## src/rtl/nn_pkg.sv

```systemverilog
// Shared constants and the output-side state type for the switch front end
// of the neural-net input path.
package nn_pkg;

    localparam int NN_DATA_W         = 8;
    localparam int SYNC_STAGES_DEF   = 2;
    localparam int STABLE_CYCLES_DEF = 16;

    typedef enum logic [1:0] {
        OUT_EMPTY      = 2'd0,
        OUT_OFFER      = 2'd1,
        OUT_OFFER_PEND = 2'd2
    } out_state_e;

endpackage

```

## src/rtl/sync_chain.sv

```systemverilog
// Multi-flop synchronizer for a bus of independent asynchronous bits.
// Every stage clears on reset; q is the last stage.
module sync_chain #(
    parameter int WIDTH = 1,
    parameter int DEPTH = 2
) (
    input  logic             clk,
    input  logic             rst_n,
    input  logic [WIDTH-1:0] d,
    output logic [WIDTH-1:0] q
);

    logic [WIDTH-1:0] stage_r [DEPTH];

    // Shift the raw levels through the flop chain.
    always_ff @(posedge clk or negedge rst_n) begin
        if (!rst_n) begin
            for (int i = 0; i < DEPTH; i++) begin
                stage_r[i] <= '0;
            end
        end else begin
            stage_r[0] <= d;
            for (int i = 1; i < DEPTH; i++) begin
                stage_r[i] <= stage_r[i-1];
            end
        end
    end

    assign q = stage_r[DEPTH-1];

endmodule

```

## src/rtl/sw_debounce_sampler.sv

```systemverilog
// Debounces an 8-bit DIP switch and offers each newly settled value on a
// valid/ready source with one pending slot (last-wins on overflow).
module sw_debounce_sampler
    import nn_pkg::*;
#(
    parameter int SYNC_STAGES   = SYNC_STAGES_DEF,
    parameter int STABLE_CYCLES = STABLE_CYCLES_DEF
) (
    input  logic                 clk,
    input  logic                 rst_n,
    input  logic [NN_DATA_W-1:0] sw,
    output logic [NN_DATA_W-1:0] in_val,
    output logic                 in_valid,
    input  logic                 in_ready,
    output logic                 dropped
);

    localparam int             CNT_W   = $clog2(STABLE_CYCLES);
    localparam logic [CNT_W-1:0] CNT_MAX = CNT_W'(STABLE_CYCLES - 1);
    localparam logic [CNT_W-1:0] CNT_ONE = CNT_W'(1);

    // A constant-one flag travels with the data so the filter ignores the
    // chain's reset contents until the first real sample reaches sw_sync.
    logic [NN_DATA_W:0]   sync_q;
    logic                 sync_valid;
    logic [NN_DATA_W-1:0] sw_sync;

    sync_chain #(
        .WIDTH (NN_DATA_W + 1),
        .DEPTH (SYNC_STAGES)
    ) u_sync (
        .clk   (clk),
        .rst_n (rst_n),
        .d     ({1'b1, sw}),
        .q     (sync_q)
    );

    assign sync_valid = sync_q[NN_DATA_W];
    assign sw_sync    = sync_q[NN_DATA_W-1:0];

    logic [NN_DATA_W-1:0] candidate_r;
    logic [CNT_W-1:0]     counter_r;
    logic                 cand_valid_r;
    logic [NN_DATA_W-1:0] accepted_r;
    logic                 have_acc_r;
    logic                 stable_event_s;

    // The event is decoded from registers only, so it is glitch-free and
    // independent of in_ready.
    assign stable_event_s = cand_valid_r && (counter_r == CNT_MAX) &&
                            (!have_acc_r || (candidate_r != accepted_r));

    // Candidate/counter filter and last-accepted tracking.
    always_ff @(posedge clk or negedge rst_n) begin
        if (!rst_n) begin
            candidate_r  <= '0;
            counter_r    <= '0;
            cand_valid_r <= 1'b0;
            accepted_r   <= '0;
            have_acc_r   <= 1'b0;
        end else begin
            if (sync_valid && (!cand_valid_r || (sw_sync != candidate_r))) begin
                candidate_r  <= sw_sync;
                counter_r    <= '0;
                cand_valid_r <= 1'b1;
            end else if (sync_valid && (counter_r != CNT_MAX)) begin
                counter_r <= counter_r + CNT_ONE;
            end
            if (stable_event_s) begin
                accepted_r <= candidate_r;
                have_acc_r <= 1'b1;
            end
        end
    end

    out_state_e           state_r, state_n;
    logic [NN_DATA_W-1:0] in_val_r, in_val_n;
    logic [NN_DATA_W-1:0] pend_r, pend_n;
    logic                 in_valid_r, in_valid_n;
    logic                 dropped_r, dropped_n;
    logic                 xfer_s;

    assign xfer_s = in_valid_r && in_ready;

    // Output state and registered outputs.
    always_ff @(posedge clk or negedge rst_n) begin
        if (!rst_n) begin
            state_r    <= OUT_EMPTY;
            in_val_r   <= '0;
            pend_r     <= '0;
            in_valid_r <= 1'b0;
            dropped_r  <= 1'b0;
        end else begin
            state_r    <= state_n;
            in_val_r   <= in_val_n;
            pend_r     <= pend_n;
            in_valid_r <= in_valid_n;
            dropped_r  <= dropped_n;
        end
    end

    // Next-state logic of the one-slot source.
    always_comb begin
        state_n    = state_r;
        in_val_n   = in_val_r;
        pend_n     = pend_r;
        dropped_n  = 1'b0;
        in_valid_n = 1'b0;
        case (state_r)
            OUT_EMPTY: begin
                if (stable_event_s) begin
                    state_n  = OUT_OFFER;
                    in_val_n = candidate_r;
                end else begin
                    state_n = OUT_EMPTY;
                end
            end
            OUT_OFFER: begin
                if (stable_event_s && xfer_s) begin
                    in_val_n = candidate_r;
                end else if (stable_event_s) begin
                    state_n = OUT_OFFER_PEND;
                    pend_n  = candidate_r;
                end else if (xfer_s) begin
                    state_n = OUT_EMPTY;
                end else begin
                    state_n = OUT_OFFER;
                end
            end
            OUT_OFFER_PEND: begin
                if (stable_event_s && xfer_s) begin
                    in_val_n = pend_r;
                    pend_n   = candidate_r;
                end else if (stable_event_s) begin
                    pend_n    = candidate_r;
                    dropped_n = 1'b1;
                end else if (xfer_s) begin
                    state_n  = OUT_OFFER;
                    in_val_n = pend_r;
                end else begin
                    state_n = OUT_OFFER_PEND;
                end
            end
            default: begin
                state_n = OUT_EMPTY;
            end
        endcase
        in_valid_n = (state_n != OUT_EMPTY);
    end

    assign in_val   = in_val_r;
    assign in_valid = in_valid_r;
    assign dropped  = dropped_r;

endmodule
```

## config.mk

```make
export PLATFORM = sky130hd
export DESIGN_NAME = sw_debounce_sampler
export DESIGN_NICKNAME = d
export VERILOG_FILES = /design/src/rtl/nn_pkg.sv /design/src/rtl/sync_chain.sv /design/src/rtl/sw_debounce_sampler.sv
export SDC_FILE = /design/constraint.sdc
export NUM_CORES = 1
export LEC_CHECK = 0
export CAP_MARGIN = 20
export CORE_MARGIN = 8
export CORE_UTILIZATION = 56
export CTS_CLUSTER_DIAMETER = 40
export DETAILED_ROUTE_END_ITERATION = 7
export PLACE_DENSITY = 0.84
export SLEW_MARGIN = 5
export SYNTH_ARGS = -nofsm -noshare
export SYNTH_HDL_FRONTEND = slang
export SYNTH_SLANG_ARGS = --single-unit
```

## constraint.sdc

```tcl
create_clock -name clk -period 2.2 [get_ports clk]
set_clock_uncertainty 0.05 [all_clocks]
set_input_delay 0.22 -clock clk [delete_from_list [all_inputs] [get_ports clk]]
set_output_delay 0.22 -clock clk [all_outputs]
set_load 0.05 [all_outputs]
```

=== After elaboration in Yosys (flattened, before gate mapping) ===
Cells that the tools add are included.

* Logic and storage cells: 64
* Output and inout bits: 10
* Bits of input ports: 11
* Register bits after elaboration: 60

* Add/subtract/negate cells: 1
* Muxes and demuxes: 23
* Reduce and logical (&&, ||, !) cells: 17
* Equality and inequality tests: 11

{| class="wikitable"
|+ Operators with widths
! kind !! count
|-
| two-way mux 8 bit || 8
|-
| one-hot mux 8 bit (3 select lines) || 1
|-
| != test 8 bit || 2
|-
| one-hot mux 8 bit (2 select lines) || 1
|-
| two-way mux 2 bit || 5
|-
| two-way mux 4 bit || 2
|-
| logical AND 1 bit || 6
|-
| != test 2 bit, second input constant || 3
|-
| != test 3 bit, second input constant || 2
|-
| one-hot mux 2 bit (3 select lines) || 1
|-
| nonzero test 2 bit || 3
|-
| two-way mux 1 bit || 5
|-
| AND reduction 5 bit || 1
|-
| adder 4 x 1 -> 4 bit, second input constant || 1
|-
| equality test 4 bit, second input constant || 1
|-
| != test 4 bit, second input constant || 1
|-
| nonzero test 3 bit || 1
|-
| equality test 2 x 1 -> 1 bit, second input constant || 1
|-
| equality test 2 bit, second input constant || 1
|-
| zero test 1 bit || 2
|-
| zero test 2 bit || 1
|-
| logical OR 1 bit || 2
|-
| AND reduction 2 bit || 1
|}

=== Longest topological paths before layout ===
Gate-level depths: netlist of the first run.

* Depth after elaboration: 7
* Gate-level depth with buffers: 7

=== Modules after synthesis ===
A second synthesis of the first run with hierarchy kept.

* Cell total of the unflattened synthesis: 197
* Area total of the unflattened synthesis: 2537.4 um^2

{| class="wikitable"
|+ Modules (own cells, without submodules)
! module !! instances !! cells an instance !! area each (um^2) !! sequential area each (um^2)
|-
| sw_debounce_sampler || 1 || 170 || 2019.4 || 1051.0
|-
| sync_chain || 1 || 27 || 518.0 || 450.4
|}

=== Worst setup path before layout of the first run ===
No wires, ideal clock.

* Path type: reg2reg
* Start: reg in_valid_r (netlist: in_valid)
* End: reg with a tool-made name
* Arrival time: 1.675 ns
* Library setup time: 0.125 ns
* Path buffers: 1
* Required time: 2.025 ns
* Clock period less this slack: 1.851 ns
* Setup slack: 0.349 ns
* Stages on the path, launching flop included: 6
* Path through: dfrtp_1 -> a21boi_0 -> nand2b_1 -> a21o_1 -> buf_6 -> mux2_4

{| class="wikitable"
|+ RTL lines
! what !! line !! text
|-
| start, declared || sw_debounce_sampler.sv:79 || <nowiki>logic in_valid_r, in_valid_n;</nowiki>
|-
| start signal, assigned || sw_debounce_sampler.sv:97 || <nowiki>in_valid_r <= in_valid_n;</nowiki>
|}

==> results by group, run 1 <==
GRT
  – Global-route wire length before repair: 6890 um
  – GR Overflow Total: 0
  – GRT Overall Usage: 0.139
  – Vias in the first global route: 1502
  – Largest net degree at the start of global routing: 61
  – Initial antenna violation count: 0

Pwr
  – Pwr Density: 787 mW/mm^2
  – Overall power: 2.33 mW
  – Clk pwr share: 0.408
  – Leak Pwr: 1.33 nW
  – Pint: 1.81 mW
  – Sequential power share: 0.508
  – Peak supply drop: 0.597 mV
  – Combinational Power Share: 0.084
  – Net Sw Frac: 0.224
  – Sw power: 522 uW

Die
  – Die ar.: 0.00680 sq mm
  – Core Rows: 24
  – I/O pin count: 21
  – Initial core utilization: 0.576
  – Die boundary height: 82.5 um
  – Die Wd: 82.5 um
  – Area of the core: 0.00429 sq mm

STA
  – Max Clock Freq: 0.507 GHz
  – Final hold violation count: 32
  – Setup TNS: 0 ns
  – Fin Hold WS: -0.0187 ns
  – Worst setup margin: 0.228 ns
  – Count of final setup violators: 0
  – Rel. slew slack: 0.517
  – Post-route minimum period: 1.97 ns
  – Final period util: 0.896
  – RSZ-0062 raised after global routing: no
  – Slew Viols, Final: 0
  – Worst-margin pin slew: 0.725 ns

Yosys
  – Asr flop ratio synth: 1.00
  – Seq/Total Area, Yosys: 0.607
  – Cell taking the most area after synthesis: dfrtp_1
  – Top-count cell post-synth: dfrtp_1
  – Post-synth top cells: dfrtp_1, nand2_1, xnor2_1
  – Synth Flop Type: dfrtp_1
  – Synth unique cells: 36
  – Syn avg cell area: 13.2 sq um
  – Top cells by area, synth: dfrtp_1, xnor2_1, mux2_4, mux2i_1, nand2_1
  – Post-synthesis sequential element count: 60
  – Mapped Area: 0.00247 sq mm
  – Post-synth EDFFs: 0
  – Ys Warns: 0
  – Synth Net Count: 199
  – Synth top area share: 0.607
  – Gate count of the mapped netlist: 187

Setup path
  – Maximum fanout along the worst path: 8
  – Flop2flop setup slack: 0.23 ns
  – Crit path arrival time: 2.14 ns
  – Worst reg-to-reg path cell count: 6
  – Setup crit end kind: flip-flop
  – Crit start category: flip-flop
  – RR Startpoint: counter_r[0]$_DFFE_PN0P_
  – WS Path Type: reg -> reg
  – Data required time of the worst path: 2.36 ns

Clocking
  – Total clock buffers created by CTS: 9
  – Setup Fix Bufs, Post-CTS: 0
  – CTS clk-pin slew, worst paths: 0.06 ns
  – Root buf cell: clkbuf_8
  – CTS H-tree lvls: 3
  – Clk Latency, worst-skew pair: 0.33 ns
  – Resize count post-CTS: 0
  – CTS tree: yes
  – Hold_buf cts: 0
  – Clock Path Buffers: 2
  – Sink Count: 60

Drt
  – Routed Antenna Nets: 0
  – 1st-iter DRT viols: 30
  – WL final: 3920 um
  – Drt pass-1 iters: 6
  – WL/cell: 14.1 um
  – DRC Markers: 0
  – Via density: 5.21
  – Vias: 1442

Layout
  – Area Growth Syn to Fin: 19.7%
  – Final Util: 0.690
  – Share of layout cells above drive strength 1: 0.200
  – Finished Layout Cells: 277
  – Register area: 0.00150 sq mm
  – Layout fillers: 340
  – Area of the multi-input gates: 927 sq um
  – Inserted Diodes: 0
  – NumNets Final: 234

Flow run
  – Max-cap violations: 0

Place
  – Routability cong.: 0.798
  – # placed instances: 263
  – DP HPWL: 2830 um
  – Port Buffer Count: 20
  – Post-Place Setup Slack: 0.161 ns

Outcome
  – Outcome: finished, violations left
  – Failing checks: hold timing

Min path
  – Worst Hold Class: in -> async
-- final cells by class --
type                            count  area share
Tap cell                           52      0.0220
Clock inverter                      2      0.0118
Sequential cell                    60       0.507
Clock buffer                       12      0.0524
Timing Repair Buffer               30      0.0913
Multi-Input combinational cell    119       0.313
Inverter                            2     0.00253
-- logic make-up after synthesis --
group / count (synthesis) / share of synthesized area
AND/OR/NAND/NOR: 47 / 0.0895
multiplexers: 31 / 0.148
other: 1 / 0.00152
XOR/XNOR: 16 / 0.0597
adder cells (fa/ha/maj): 1 / 0.00505
flip-flops: 60 / 0.607
buffers and inverters: 8 / 0.0187
AO/OA/AOI/OAI: 23 / 0.0708
-- layer usage --
layer | GRT usage | vias to the layer above | part of all wire
li1 | - | 714 | -
met1 | 0.164 | 692 | 0.45
met2 | 0.208 | 29 | 0.47
met3 | 0.0671 | 7 | 0.055
met4 | 0.0632 | 0 | 0.018
met5 | 0 | - | 0
-- worst max-delay path, stage by stage (launching register included) --
cell and delay, ns:
dfrtp_1 0.41, ha_1 0.25, nand4_1 0.21, inv_1 0.13, o31ai_2 0.09, a21o_1 0.38, mux2_4 0.34
-- cells in the final DEF (no fill, tap or decap), types with 2 or more instances in the layout --
cell type / instances
a21boi_0: 2
a21oi_1: 2
buf_4: 10
clkbuf_8: 11
clkdlybuf4s50_1: 19
dfrtp_1: 60
inv_1: 2
mux2_1: 6
mux2_2: 7
mux2_4: 8
mux2i_1: 10
nand2_1: 25
nand2b_1: 5
nand3_1: 4
nand4_1: 3
nor2_1: 4
nor2b_1: 2
o21ai_0: 3
o21ai_1: 8
xnor2_1: 15
-- metrics by stage --
stage               hold slack (ns)  area (sq um)
global placement              0.281          2770
CTS                        0.000987          2960
finish                      -0.0187          2960
floorplan                    -0.126          2470
detailed placement            0.286          2770
global route                 0.0489          2960
-- worst max-delay path by stage --
stage                                from         to  cells after the start
5_1_grt        candidate_r[0]$_DFFE_PN0P_  flip-flop                      5
2_1_floorplan          in_valid$_DFF_PN0_  flip-flop                      5
6_report         counter_r[0]$_DFFE_PN0P_  flip-flop                      6
3_3_place_gp                     in_ready  flip-flop                      5
4_1_cts         accepted_r[1]$_DFFE_PN0N_  flip-flop                      5
3_5_place_dp                     in_ready  flip-flop                      5
-- power groups by stage --
stage	logic [mW]	registers, mW	clock network (mW)
floorplan	0.0866	1.23	0
global placement	0.194	1.20	0
detailed placement	0.199	1.21	0
CTS	0.200	1.19	0.984
global route	0.217	1.19	1.03
finish	0.196	1.18	0.950
Power figures use the tool's default switching activity.
==> run 2: changes to the inputs <==
- CORE_UTILIZATION: 56 -> 30
- CTS_BUF_LIST: default -> sky130_fd_sc_hd__clkbuf_4
- PLACE_DENSITY: 0.84 -> 0.53
- TNS_END_PERCENT: default -> 20
==> run 2 against run 1 <==
The flow now finishes without violations. Critical path depth shrank 1. Sequential power about the same. Non-clock buffer count is the same. Setup slack improved by 0.012 ns. Die area grew 68%. Maximum frequency rose by 0.60%. Total power decreased by 8.8%. First-iteration DRC count increased by 13%. Global-route usage is 5.8 points lower. Clock-buffer cell count down 2. Largest cell class unchanged. Highest routed layer unchanged.
==> results by group, run 2 (synthesis gave the netlist of run 1 again) <==
Clocking
  – CTS H-tree lvls: 3 (unchanged)
  – CTS tree: yes (unchanged)
  – Sink Count: 60 (unchanged)
  – CTS clk-pin slew, worst paths: 0.10 ns (was 0.06 ns)
  – Resize count post-CTS: 0 (unchanged)
  – Clock Path Buffers: 2 (unchanged)
  – Clk Latency, worst-skew pair: 0.40 ns (was 0.33 ns)
  – Total clock buffers created by CTS: 9 (unchanged)
  – Root buf cell: clkbuf_4 (was clkbuf_8)

Layout
  – Leading cell type in the layout, fill and taps excluded: dfrtp_1 (unchanged)
  – Layout fillers: 816 (was 340)
  – NumNets Final: 234 (unchanged)
  – Area Growth Syn to Fin: 20.5% (was 19.7%)
  – Register area: 0.00150 sq mm (unchanged)
  – Final Util: 0.369 (was 0.690)
  – Finished Layout Cells: 332 (was 277)
  – Finished Cell Area: 0.00298 sq mm (was 0.00296 sq mm)
  – Share of layout cells above drive strength 1: 0.198 (was 0.200)
  – Inserted Diodes: 0 (unchanged)
  – Area of the multi-input gates: 927 sq um (unchanged)
  – Most frequent cells in the layout: dfrtp_1, nand2_1, clkdlybuf4s50_1 (unchanged)

Place
  – Dpl cell area: 0.00284 sq mm (was 0.00277 sq mm)
  – Post-Place Setup Slack: 0.182 ns (was 0.161 ns)
  – Routability cong.: 0.718 (was 0.798)
  – Port Buffer Count: 20 (unchanged)
  – # placed instances: 315 (was 263)
  – DP HPWL: 2840 um (was 2830 um)

STA
  – Worst-margin pin slew: 0.784 ns (was 0.725 ns)
  – Rel. slew slack: 0.476 (was 0.517)
  – RSZ-0062 raised after global routing: no (unchanged)
  – Slew Viols, Final: 0 (unchanged)
  – Count of final setup violators: 0 (unchanged)
  – Max Clock Freq: 0.510 GHz (was 0.507 GHz)
  – Fin Hold WS: 0.192 ns (was -0.0187 ns)
  – Worst setup margin: 0.240 ns (was 0.228 ns)
  – Final period util: 0.891 (was 0.896)
  – Final hold violation count: 0 (was 32)
  – Post-route minimum period: 1.96 ns (was 1.97 ns)
  – Setup TNS: 0 ns (unchanged)

Setup path
  – Crit start category: flip-flop (unchanged)
  – Setup crit end kind: flip-flop (unchanged)
  – Crit path arrival time: 2.20 ns (was 2.14 ns)
  – Maximum fanout along the worst path: 8 (unchanged)
  – Data required time of the worst path: 2.44 ns (was 2.36 ns)
  – Largest stage delay on the critical path: 0.40 ns (was 0.41 ns)
  – WS Path Type: reg -> reg (unchanged)
  – Slowest-stage cell, CP: dfrtp_1 (unchanged)
  – CP cell instances: xnor2_1 > nand4_2 > o31ai_2 > a21o_1 > mux2_4 (was ha_1 > nand4_1 > inv_1 > o31ai_2 > a21o_1 > mux2_4)

GRT
  – Global-route wire length before repair: 7180 um (was 6890 um)
  – GRT Overall Usage: 0.0807 (was 0.139)
  – Vias in the first global route: 1489 (was 1502)
  – Largest net degree at the start of global routing: 39 (was 61)
  – GR Overflow Total: 0 (unchanged)
  – Initial antenna violation count: 0 (unchanged)

Drt
  – DRC Markers: 0 (unchanged)
  – WL final: 4050 um (was 3920 um)
  – Drt pass-1 iters: 4 (was 6)
  – Routed Antenna Nets: 0 (unchanged)
  – Top Metal Used: met4 (unchanged)
  – Metal-1 WL: 1950 um (was 1780 um)
  – WL met2: 1770 um (was 1850 um)
  – 1st-iter DRT viols: 34 (was 30)
  – Met3 routed WL: 262 um (was 215 um)
  – Vias: 1428 (was 1442)
  – WL/cell: 12.2 um (was 14.1 um)
  – Via density: 4.30 (was 5.21)

Pwr
  – Combinational Power Share: 0.094 (was 0.084)
  – Overall power: 2.13 mW (was 2.33 mW)
  – Sw power: 538 uW (was 522 uW)
  – Peak supply drop: 0.337 mV (was 0.597 mV)
  – Leak Pwr: 1.31 nW (was 1.33 nW)
  – Net Sw Frac: 0.253 (was 0.224)
  – Clk pwr share: 0.349 (was 0.408)
  – Sequential power share: 0.556 (was 0.508)
  – Pwr Density: 712 mW/mm^2 (was 787 mW/mm^2)
  – Pint: 1.59 mW (was 1.81 mW)

Die
  – Core Rows: 33 (was 24)
  – Die Wd: 107 um (was 82.5 um)
  – Die boundary height: 107 um (was 82.5 um)
  – Area of the core: 0.00809 sq mm (was 0.00429 sq mm)
  – I/O pin count: 21 (unchanged)
  – Initial core utilization: 0.306 (was 0.576)
  – Die ar.: 0.0114 sq mm (was 0.00680 sq mm)

Min path
  – Worst Hold Class: in -> reg (was in -> async)

Outcome
  – Outcome: finished clean (was finished, violations left)

Flow run
  – Max-cap violations: 0 (unchanged)
-- run 2: cell count changes in the layout (fill, tap and decap cells not counted), sizes merged --
cell | before | now
buf | 11 | 10
clkbuf | 12 | 10
clkinvlp | 0 | 1
clkinv | 1 | 4
dlygate4sd3 | 0 | 1
-- run 2: final timing paths --
check | start | to | slack, ns | cells after the start
max | accepted_r[1]$_DFFE_PN0N_ | flip-flop | 0.24 | 5
min | sw[6] | u_sync.stage_r[15]$_DFF_PN0_ | 0.19 | 1
max reg2reg | accepted_r[1]$_DFFE_PN0N_ | flip-flop | 0.24 | 5
min reg2reg | u_sync.stage_r[16]$_DFF_PN0_ | u_sync.q[7]$_DFF_PN0_ | 0.30 | 0
max in group asynchronous | rst_n | have_acc_r$_DFFE_PN0N_ | 1.26 | 3
min in group asynchronous | rst_n | u_sync.stage_r[15]$_DFF_PN0_ | 0.26 | 2
-- run 2: layout make-up --
type	count	area share
sequential	60	0.503
clock inverter	6	0.0185
clock buffer	10	0.0252
inverter	2	0.00252
multi-input combinational	119	0.311
timing repair buffer	30	0.0956
tap	105	0.0440
-- run 2: power by group through the flow --
stage | Combinational [mW] | Clock [mW] | Sequential [mW]
6_report | 0.200 | 0.743 | 1.18
5_1_grt | 0.223 | 0.830 | 1.19
3_3_place_gp | 0.203 | 0 | 1.20
3_5_place_dp | 0.203 | 0 | 1.21
2_1_floorplan | 0.0866 | 0 | 1.23
4_1_cts | 0.206 | 0.774 | 1.18
-- run 2: critical path: cells and delay by family, from the launching register on --
| family | cells | cell delay, ns |
|---|---|---|
| AOI/OAI and AO/OA | 2 | 0.68 |
| xor gates and xnor gates | 1 | 0.20 |
| DFF | 1 | 0.40 |
| muxes | 1 | 0.34 |
| and+or+nand+nor | 1 | 0.19 |
-- run 2: repair_timing --
item	4_1_cts	5_1_grt
hold endpoints to repair	22	0
buffers inserted	0	0
hold buffers	1	0
-- run 2: layer usage --
layer / global-route usage / vias to the layer above
met5: 0 / -
met1: 0.0989 / 675
met3: 0.0474 / 5
li1: - / 717
met2: 0.111 / 31
met4: 0.0362 / 0
